===== config.mk =====
export PLATFORM = sky130hd
export DESIGN_NAME = vga_test_pattern_gen_flat
export DESIGN_NICKNAME = d
export VERILOG_FILES = /design/src/rtl/vga_test_pattern_gen_pkg.sv /design/src/rtl/vga_test_pattern_gen_if.sv /design/src/rtl/vga_test_pattern_gen_timing_core.sv /design/src/rtl/vga_test_pattern_gen.sv /design/src/flat_wrapper.sv
export SDC_FILE = /design/constraint.sdc
export NUM_CORES = 1
export LEC_CHECK = 0
export ABC_CLOCK_PERIOD_IN_PS = 10200
export CAP_MARGIN = 20
export CORE_UTILIZATION = 63
export DETAILED_ROUTE_END_ITERATION = 8
export GPL_ROUTABILITY_DRIVEN = 1
export PLACE_DENSITY_LB_ADDON = 0.1
export SLEW_MARGIN = 15
export SYNTH_ARGS = -nofsm -noshare
export SYNTH_HDL_FRONTEND = slang
export SYNTH_SLANG_ARGS = --single-unit

===== constraint.sdc =====
create_clock -name clk -period 10.2 [get_ports clk]
set_clock_uncertainty 0.1 [all_clocks]
set_input_delay 1.02 -clock clk [delete_from_list [all_inputs] [get_ports clk]]
set_output_delay 1.02 -clock clk [all_outputs]
set_load 0.05 [all_outputs]

===== src/rtl/vga_test_pattern_gen_pkg.sv =====
// Shared definitions for the VGA test-pattern generator: mode codes, palette,
// output payload and 720p default timing.
package vga_test_pattern_gen_pkg;

  localparam int unsigned PIXEL_W = 24;
  localparam int unsigned MODE_W  = 3;

  localparam int unsigned H_ACTIVE_DEF = 1280;
  localparam int unsigned H_FP_DEF     = 110;
  localparam int unsigned H_SYNC_DEF   = 40;
  localparam int unsigned H_BP_DEF     = 220;
  localparam int unsigned V_ACTIVE_DEF = 720;
  localparam int unsigned V_FP_DEF     = 5;
  localparam int unsigned V_SYNC_DEF   = 5;
  localparam int unsigned V_BP_DEF     = 20;

  typedef enum logic [MODE_W-1:0] {
    MODE_VBARS   = 3'd0,
    MODE_HBARS   = 3'd1,
    MODE_CHECKER = 3'd2,
    MODE_SCROLL  = 3'd3,
    MODE_CYCLE   = 3'd4
  } mode_e;

  typedef struct packed {
    logic [PIXEL_W-1:0] pixel;
    logic               hsync;
    logic               vsync;
    logic               de;
    logic               fs;
  } vid_out_t;

  // Eight-entry colour palette shared by every bar-style mode.
  function automatic logic [PIXEL_W-1:0] palette(input logic [2:0] idx);
    case (idx)
      3'd0:    palette = 24'h0000ff;
      3'd1:    palette = 24'h00ff00;
      3'd2:    palette = 24'hff0000;
      3'd3:    palette = 24'hffffff;
      3'd4:    palette = 24'hffff00;
      3'd5:    palette = 24'h00ffff;
      3'd6:    palette = 24'hff00ff;
      default: palette = 24'h000000;
    endcase
  endfunction

endpackage


===== src/rtl/vga_test_pattern_gen_if.sv =====
// Video output bundle towards the encoder plus the pattern-select input.
interface vga_test_pattern_gen_if;
  import vga_test_pattern_gen_pkg::*;

  logic [MODE_W-1:0]  mode_in;
  logic [PIXEL_W-1:0] pixel;
  logic               hsync_out;
  logic               vsync_out;
  logic               pVDE;
  logic               frame_start;

  modport master (
    input  mode_in,
    output pixel, hsync_out, vsync_out, pVDE, frame_start
  );

  modport slave (
    output mode_in,
    input  pixel, hsync_out, vsync_out, pVDE, frame_start
  );

endinterface


===== src/rtl/vga_test_pattern_gen_timing_core.sv =====
// H/V raster counters with combinational sync, active-area, frame-start and
// frame-end decode of the current counter position.
module vga_test_pattern_gen_timing_core #(
  parameter  int unsigned H_ACTIVE = 1280,
  parameter  int unsigned H_FP     = 110,
  parameter  int unsigned H_SYNC   = 40,
  parameter  int unsigned H_BP     = 220,
  parameter  int unsigned V_ACTIVE = 720,
  parameter  int unsigned V_FP     = 5,
  parameter  int unsigned V_SYNC   = 5,
  parameter  int unsigned V_BP     = 20,
  parameter  bit          HS_POL   = 1'b1,
  parameter  bit          VS_POL   = 1'b1,
  localparam int unsigned H_TOTAL  = H_ACTIVE + H_FP + H_SYNC + H_BP,
  localparam int unsigned V_TOTAL  = V_ACTIVE + V_FP + V_SYNC + V_BP,
  localparam int unsigned HCNT_W   = $clog2(H_TOTAL + 1),
  localparam int unsigned VCNT_W   = $clog2(V_TOTAL + 1)
) (
  input  logic              clk,
  input  logic              reset,
  output logic [HCNT_W-1:0] o_hcnt,
  output logic [VCNT_W-1:0] o_vcnt,
  output logic              o_active_c,
  output logic              o_hsync_c,
  output logic              o_vsync_c,
  output logic              o_frame_start_c,
  output logic              o_frame_end_c
);

  logic [HCNT_W-1:0] r_hcnt;
  logic [VCNT_W-1:0] r_vcnt;
  logic              w_line_end;
  logic              w_in_hsync;
  logic              w_in_vsync;

  assign w_line_end = (r_hcnt == HCNT_W'(H_TOTAL - 1));

  always_ff @(posedge clk) begin
    if (reset) begin
      r_hcnt <= '0;
      r_vcnt <= '0;
    end else if (w_line_end) begin
      r_hcnt <= '0;
      r_vcnt <= o_frame_end_c ? '0 : r_vcnt + VCNT_W'(1);
    end else begin
      r_hcnt <= r_hcnt + HCNT_W'(1);
    end
  end

  // Sync windows sit after the front porch: active, FP, SYNC, BP.
  assign w_in_hsync = (r_hcnt >= HCNT_W'(H_ACTIVE + H_FP)) &&
                      (r_hcnt <  HCNT_W'(H_ACTIVE + H_FP + H_SYNC));
  assign w_in_vsync = (r_vcnt >= VCNT_W'(V_ACTIVE + V_FP)) &&
                      (r_vcnt <  VCNT_W'(V_ACTIVE + V_FP + V_SYNC));

  assign o_hcnt          = r_hcnt;
  assign o_vcnt          = r_vcnt;
  assign o_hsync_c       = w_in_hsync ? HS_POL : ~HS_POL;
  assign o_vsync_c       = w_in_vsync ? VS_POL : ~VS_POL;
  assign o_active_c      = (r_hcnt < HCNT_W'(H_ACTIVE)) && (r_vcnt < VCNT_W'(V_ACTIVE));
  assign o_frame_start_c = (r_hcnt == '0) && (r_vcnt == '0);
  assign o_frame_end_c   = w_line_end && (r_vcnt == VCNT_W'(V_TOTAL - 1));

endmodule


===== src/rtl/vga_test_pattern_gen.sv =====
// Parametrised VGA/DVI test-pattern generator: raster timing, frame-latched
// pattern mode, scroll/colour-cycle state and a two-stage output pipeline.
module vga_test_pattern_gen
  import vga_test_pattern_gen_pkg::*;
#(
  parameter int unsigned H_ACTIVE     = H_ACTIVE_DEF,
  parameter int unsigned H_FP         = H_FP_DEF,
  parameter int unsigned H_SYNC       = H_SYNC_DEF,
  parameter int unsigned H_BP         = H_BP_DEF,
  parameter int unsigned V_ACTIVE     = V_ACTIVE_DEF,
  parameter int unsigned V_FP         = V_FP_DEF,
  parameter int unsigned V_SYNC       = V_SYNC_DEF,
  parameter int unsigned V_BP         = V_BP_DEF,
  parameter bit          HS_POL       = 1'b1,
  parameter bit          VS_POL       = 1'b1,
  parameter int unsigned NUM_BARS     = 3,
  parameter int unsigned CHECKER_LOG2 = 6,
  parameter int unsigned SCROLL_STEP  = 4,
  parameter int unsigned CYCLE_LOG2   = 6
) (
  input logic                    clk,
  input logic                    reset,
  vga_test_pattern_gen_if.master bus
);

  localparam int unsigned H_TOTAL = H_ACTIVE + H_FP + H_SYNC + H_BP;
  localparam int unsigned V_TOTAL = V_ACTIVE + V_FP + V_SYNC + V_BP;
  localparam int unsigned HCNT_W  = $clog2(H_TOTAL + 1);
  localparam int unsigned VCNT_W  = $clog2(V_TOTAL + 1);
  localparam int unsigned OFF_W   = $clog2(H_ACTIVE + 1);
  localparam int unsigned XW      = $clog2(2 * H_ACTIVE);
  localparam int unsigned FCTR_W  = CYCLE_LOG2 + 3;

  localparam vid_out_t IDLE = '{pixel: PIXEL_W'(0), hsync: ~HS_POL, vsync: ~VS_POL,
                                de: 1'b0, fs: 1'b0};

  logic [HCNT_W-1:0]  w_hcnt;
  logic [VCNT_W-1:0]  w_vcnt;
  logic               w_active;
  logic               w_hsync;
  logic               w_vsync;
  logic               w_frame_start;
  logic               w_frame_end;

  mode_e              r_mode;
  logic [OFF_W-1:0]   r_offset;
  logic [FCTR_W-1:0]  r_frame_ctr;
  vid_out_t           r_s1;
  vid_out_t           r_s2;

  mode_e              w_mode;
  logic [31:0]        w_hx;
  logic [31:0]        w_vy;
  logic [XW-1:0]      w_off_sum;
  logic [OFF_W-1:0]   w_off_next;
  logic [XW-1:0]      w_xsum;
  logic [XW-1:0]      w_x;
  logic               w_chk;
  logic [PIXEL_W-1:0] w_rgb;

  vga_test_pattern_gen_timing_core #(
    .H_ACTIVE (H_ACTIVE), .H_FP (H_FP), .H_SYNC (H_SYNC), .H_BP (H_BP),
    .V_ACTIVE (V_ACTIVE), .V_FP (V_FP), .V_SYNC (V_SYNC), .V_BP (V_BP),
    .HS_POL   (HS_POL),   .VS_POL (VS_POL)
  ) u_timing (
    .clk             (clk),
    .reset           (reset),
    .o_hcnt          (w_hcnt),
    .o_vcnt          (w_vcnt),
    .o_active_c      (w_active),
    .o_hsync_c       (w_hsync),
    .o_vsync_c       (w_vsync),
    .o_frame_start_c (w_frame_start),
    .o_frame_end_c   (w_frame_end)
  );

  // Bar index: number of constant boundaries (k*span)/NUM_BARS that c has reached.
  function automatic logic [2:0] bar_idx(input logic [31:0] c, input int unsigned span);
    bar_idx = 3'd0;
    for (int unsigned k = 1; k < NUM_BARS; k++) begin
      if (c >= 32'((k * span) / NUM_BARS)) bar_idx = bar_idx + 3'd1;
    end
  endfunction

  // The first pixel of a frame already uses the newly sampled mode.
  assign w_mode = w_frame_start ? mode_e'(bus.mode_in) : r_mode;
  assign w_hx   = 32'(w_hcnt);
  assign w_vy   = 32'(w_vcnt);
  assign w_chk  = w_hx[CHECKER_LOG2] ^ w_vy[CHECKER_LOG2];

  assign w_off_sum  = XW'(r_offset) + XW'(SCROLL_STEP);
  assign w_off_next = (w_off_sum >= XW'(H_ACTIVE)) ? OFF_W'(w_off_sum - XW'(H_ACTIVE))
                                                    : OFF_W'(w_off_sum);
  assign w_xsum     = XW'(w_hcnt) + XW'(r_offset);
  assign w_x        = (w_xsum >= XW'(H_ACTIVE)) ? w_xsum - XW'(H_ACTIVE) : w_xsum;

  always_comb begin
    w_rgb = '0;
    case (w_mode)
      MODE_VBARS:   w_rgb = palette(bar_idx(w_hx, H_ACTIVE));
      MODE_HBARS:   w_rgb = palette(bar_idx(w_vy, V_ACTIVE));
      MODE_CHECKER: w_rgb = w_chk ? 24'h000000 : 24'hffffff;
      MODE_SCROLL:  w_rgb = palette(bar_idx(32'(w_x), H_ACTIVE));
      MODE_CYCLE:   w_rgb = palette(r_frame_ctr[CYCLE_LOG2 +: 3]);
      default:      w_rgb = '0;
    endcase
    if (!w_active) w_rgb = '0;
  end

  // Stage 1 captures the decode, stage 2 re-registers it towards the encoder.
  always_ff @(posedge clk) begin
    if (reset) begin
      r_mode      <= MODE_VBARS;
      r_offset    <= '0;
      r_frame_ctr <= '0;
      r_s1        <= IDLE;
      r_s2        <= IDLE;
    end else begin
      if (w_frame_start) r_mode <= w_mode;
      if (w_frame_end) begin
        r_offset    <= w_off_next;
        r_frame_ctr <= r_frame_ctr + FCTR_W'(1);
      end
      r_s1 <= '{pixel: w_rgb, hsync: w_hsync, vsync: w_vsync, de: w_active, fs: w_frame_start};
      r_s2 <= r_s1;
    end
  end

  assign bus.pixel       = r_s2.pixel;
  assign bus.hsync_out   = r_s2.hsync;
  assign bus.vsync_out   = r_s2.vsync;
  assign bus.pVDE        = r_s2.de;
  assign bus.frame_start = r_s2.fs;

endmodule


===== src/flat_wrapper.sv =====
// flat-port wrapper written by rule: the top's interface ports become plain ports
module vga_test_pattern_gen_flat import vga_test_pattern_gen_pkg::*;
#(
  parameter int unsigned H_ACTIVE     = H_ACTIVE_DEF,
  parameter int unsigned H_FP         = H_FP_DEF,
  parameter int unsigned H_SYNC       = H_SYNC_DEF,
  parameter int unsigned H_BP         = H_BP_DEF,
  parameter int unsigned V_ACTIVE     = V_ACTIVE_DEF,
  parameter int unsigned V_FP         = V_FP_DEF,
  parameter int unsigned V_SYNC       = V_SYNC_DEF,
  parameter int unsigned V_BP         = V_BP_DEF,
  parameter bit          HS_POL       = 1'b1,
  parameter bit          VS_POL       = 1'b1,
  parameter int unsigned NUM_BARS     = 3,
  parameter int unsigned CHECKER_LOG2 = 6,
  parameter int unsigned SCROLL_STEP  = 4,
  parameter int unsigned CYCLE_LOG2   = 6
)
  (clk, reset, bus_mode_in, bus_pixel, bus_hsync_out, bus_vsync_out, bus_pVDE, bus_frame_start);
  vga_test_pattern_gen_if bus_i ();
  input logic clk;
  input logic reset;
  input wire logic [$bits(bus_i.mode_in)-1:0] bus_mode_in;
  output wire logic [$bits(bus_i.pixel)-1:0] bus_pixel;
  output wire logic [$bits(bus_i.hsync_out)-1:0] bus_hsync_out;
  output wire logic [$bits(bus_i.vsync_out)-1:0] bus_vsync_out;
  output wire logic [$bits(bus_i.pVDE)-1:0] bus_pVDE;
  output wire logic [$bits(bus_i.frame_start)-1:0] bus_frame_start;
  assign bus_i.mode_in = bus_mode_in;
  assign bus_pixel = bus_i.pixel;
  assign bus_hsync_out = bus_i.hsync_out;
  assign bus_vsync_out = bus_i.vsync_out;
  assign bus_pVDE = bus_i.pVDE;
  assign bus_frame_start = bus_i.frame_start;
  vga_test_pattern_gen #(.H_ACTIVE(H_ACTIVE), .H_FP(H_FP), .H_SYNC(H_SYNC), .H_BP(H_BP), .V_ACTIVE(V_ACTIVE), .V_FP(V_FP), .V_SYNC(V_SYNC), .V_BP(V_BP), .HS_POL(HS_POL), .VS_POL(VS_POL), .NUM_BARS(NUM_BARS), .CHECKER_LOG2(CHECKER_LOG2), .SCROLL_STEP(SCROLL_STEP), .CYCLE_LOG2(CYCLE_LOG2)) u_core (.clk(clk), .reset(reset), .bus(bus_i));
endmodule

==> out/metrics.csv <==
metric,value,unit
"Avg Cell Area, Syn",8.064,µm²
detail-routed via count per cell,5.930,
simple-gate portion of the synthesized area,26.46,%
maximum vdd drop,0.00007973,V
Layout Utilization,70.17,%
Pwr Density,110.0,nW/µm²
critical path startpoint category,register,
GRT Residual Overflow,0,
RSZ-0062 raised after global routing,false,
clk sinks,56,
post-synthesis sequential area ratio,28.66,%
critical path class,register to register,
largest family of logic cells by synthesized area,simple AND/OR/NAND/NOR gates,
Post-synth top cells,"nor2_1 (59), dfxtp_1 (56), nand2_1 (31), ha_1 (29), a21oi_1 (25)",
vias in the first global route,2937,
Hold Crit Class,register to register,
max_slew headroom,35.03,%
Crit path arrival time,4490,ps
crit-path max FO,11,
global-route wire length before repair,13.23,mm
largest cells by area after synthesis,"dfxtp_1 (29%), ha_1 (9.3%), nor2_1 (5.7%)",
Antenna Nets Post-Route,0,
NumNets Final,518,
initial antenna violation count,0,
largest net degree at the start of global routing,25,
Clk pwr share,33.1,%
max-slew violation count,0,
Max Cap Viol,0,
Avg WL per Cell,14.41,µm
post-synthesis cell area,3911,µm²
I/O pin cnt,33,
Multi-input gate area,2431,µm²
CORE AREA,5956,µm²
hold-fix buffer count after cts,0,
XOR/XNOR share of the synthesized area,8.733,%
Adder-Cell Fraction of Synth Area,9.789,%
Worst-Skew Late Latency,310,ps
Fillers,519,
setup TNS,0,ps
"Setup violations, final",0,
GRT Util Overall,25.58,%
critical path data required time,10320,ps
count of cell types in the netlist,63,
fraction of layout instances using a drive strength above 1,5.785,%
Sequential Area,1121,µm²
Vias,3315,
PortBufs,32,
DIE WIDTH,80.79,µm
setup bufs post-CTS,0,
# H-tree levels,2,
Synth Area in Compound Gates,15.32,%
Final Wtd Congestion,0.8726,
endpoint class of the critical path,register,
Logic pwr share,17.1,%
Post-synth EDFFs,0,
NetSw,0.1333,mW
switching power share of the total,28.99,%
CTS tree,yes,
Yosys top cell by area,dfxtp_1,
Resize count post-CTS,0,
Detail Placement HPWL,6.053,mm
Synth Instances,485,
"flops & latches, synth",56,
count of final hold-check violations,0,
first drt pass iteration count,4,
Clock Tree Root,clkbuf_8,
FMAX,0.2286,GHz
asr flop ratio synth,0,%
starting DRC count in detailed routing,198,
Yosys warnings,0,
Die Y,80.79,µm
Leak,1.639,nW
Post-synth top flop,dfxtp_1,
Worst-path clk slew,110,ps
number of placement rows,28,
sequential share of power,49.9,%
Worst-Margin Slew,971.0,ps
total CTS buffers,5,
die area,6527,µm²
Starting Density,65.67,%
CTS max path bufs,2,
Syn Nets,520,
Cell Int Power,0.3264,mW
area added between synthesis and finish,6.846,%
top-count cell post-synth,nor2_1,
multiplexer share of the synthesized area,1.855,%
outcome,completed,
diode count,0,
top cell type's share of synthesized area,28.66,%
Routed WL,8.057,mm
fin crit share,42.88,%
DRC viols,0,
crit path time final,4374,ps
## cell families after synthesis
family                     Yosys count
AOI/OAI and AO/OA                   89
DFF                                 56
and+or+nand+nor                    198
muxes                                7
xor gates and xnor gates            39
adders and majority gates           30
buffers and inverters               66
## routing by layer
metal / routed length, µm / GRT usage, %
met1: 3797 / 33.82
met2: 3800 / 43.98
met3: 369 / 2.921
met4: 89 / 6.964
met5: 0 / 0
## worst max-delay path: stages, from the launching register on
cell	delay, ps
dfxtp_1	530
ha_1	250
inv_1	60
fa_1	390
nand2b_1	220
a21o_1	180
a211oi_1	700
ha_1	420
o31ai_1	130
a211o_1	330
a211o_1	300
ha_1	290
mux2i_1	120
nor3_1	60
o21a_1	190
## stage by stage
stage	area [µm²]	cells	hold slack (ps)	power, mW	setup slack, ps
finish	4179	559	351.1	0.4597	5826
global route	4179	559	372.6	0.4764	5616
CTS	4179	559	352.3	0.4636	5884
detailed placement	4064	551	326.4	0.3127	5918
global placement	4064	551	318.5	0.3107	6091
floorplan	3911	485	313.8	0.2989	6410
## cell usage in the layout (no fill, tap or decap), types with 2 or more instances in the layout
cell and count:
clkdlybuf4s50_1 32, o2111ai_1 3, inv_1 24, nand2b_1 9, nand2_1 31, dfxtp_1 56, and3_1 8, nand4_1 11
and4b_1 2, or2_2 8, a31oi_1 4, nand3_1 20, mux2i_1 5, and2_1 3, nor4_1 3, o211ai_1 3
a2111oi_0 2, o31a_1 2, o311ai_0 2, or3_1 9, xnor2_1 16, nor2_1 59, xor2_1 23, o31ai_1 3
o21ai_0 16, nor2b_1 10, a211oi_1 5, nor4b_1 3, mux2_2 2, a211o_1 4, a21o_1 3, and4_1 2
nor3b_1 5, or4_1 2, clkbuf_8 5, or4_4 2, ha_1 29, o21a_1 3, a21oi_1 25, nor3_1 7
## cell type report
type                    instances  area share, %
clock buffers                   5          1.647
clock inverters                 3          1.108
inverters                      24          2.156
multi-input cells             363          58.17
flip-flops and latches         56          26.83
well taps                      75          2.246
repair buffers                 33          7.844
## flip-flops by register name (all words and copies together), names as in the netlist
register and count:
u_core.bus.frame_start 1, u_core.bus.hsync_out 1, u_core.bus.pVDE 1, u_core.bus.pixel 3, u_core.bus.vsync_out 1, u_core.r_frame_ctr 9, u_core.r_mode 3, u_core.r_offset 9
u_core.r_s1 7, u_core.u_timing.o_hcnt 11, u_core.u_timing.o_vcnt 10
## power groups by stage
stage	Clock (mW)	Sequential, mW	Combinational, mW
after floorplan	0	0.237	0.0618
after global placement	0	0.234	0.0768
after detailed placement	0	0.234	0.0783
after CTS	0.156	0.229	0.0784
after global routing	0.162	0.230	0.0838
final	0.152	0.229	0.0784
## path summary, 6_finish.rpt
kind | from | endpoint | slack (ps) | cells after the start
worst min register to register | u_core.r_s1[26] | u_core.bus.pixel[22] | 350 | 1
worst max-delay path | u_core.u_timing.o_hcnt[2] | u_core.r_s1[19] | 5830 | 14
worst max register to register | u_core.u_timing.o_hcnt[2] | u_core.r_s1[19] | 5830 | 14
worst min-delay path | u_core.r_s1[26] | u_core.bus.pixel[22] | 350 | 1
Power figures use the tool's default switching activity.
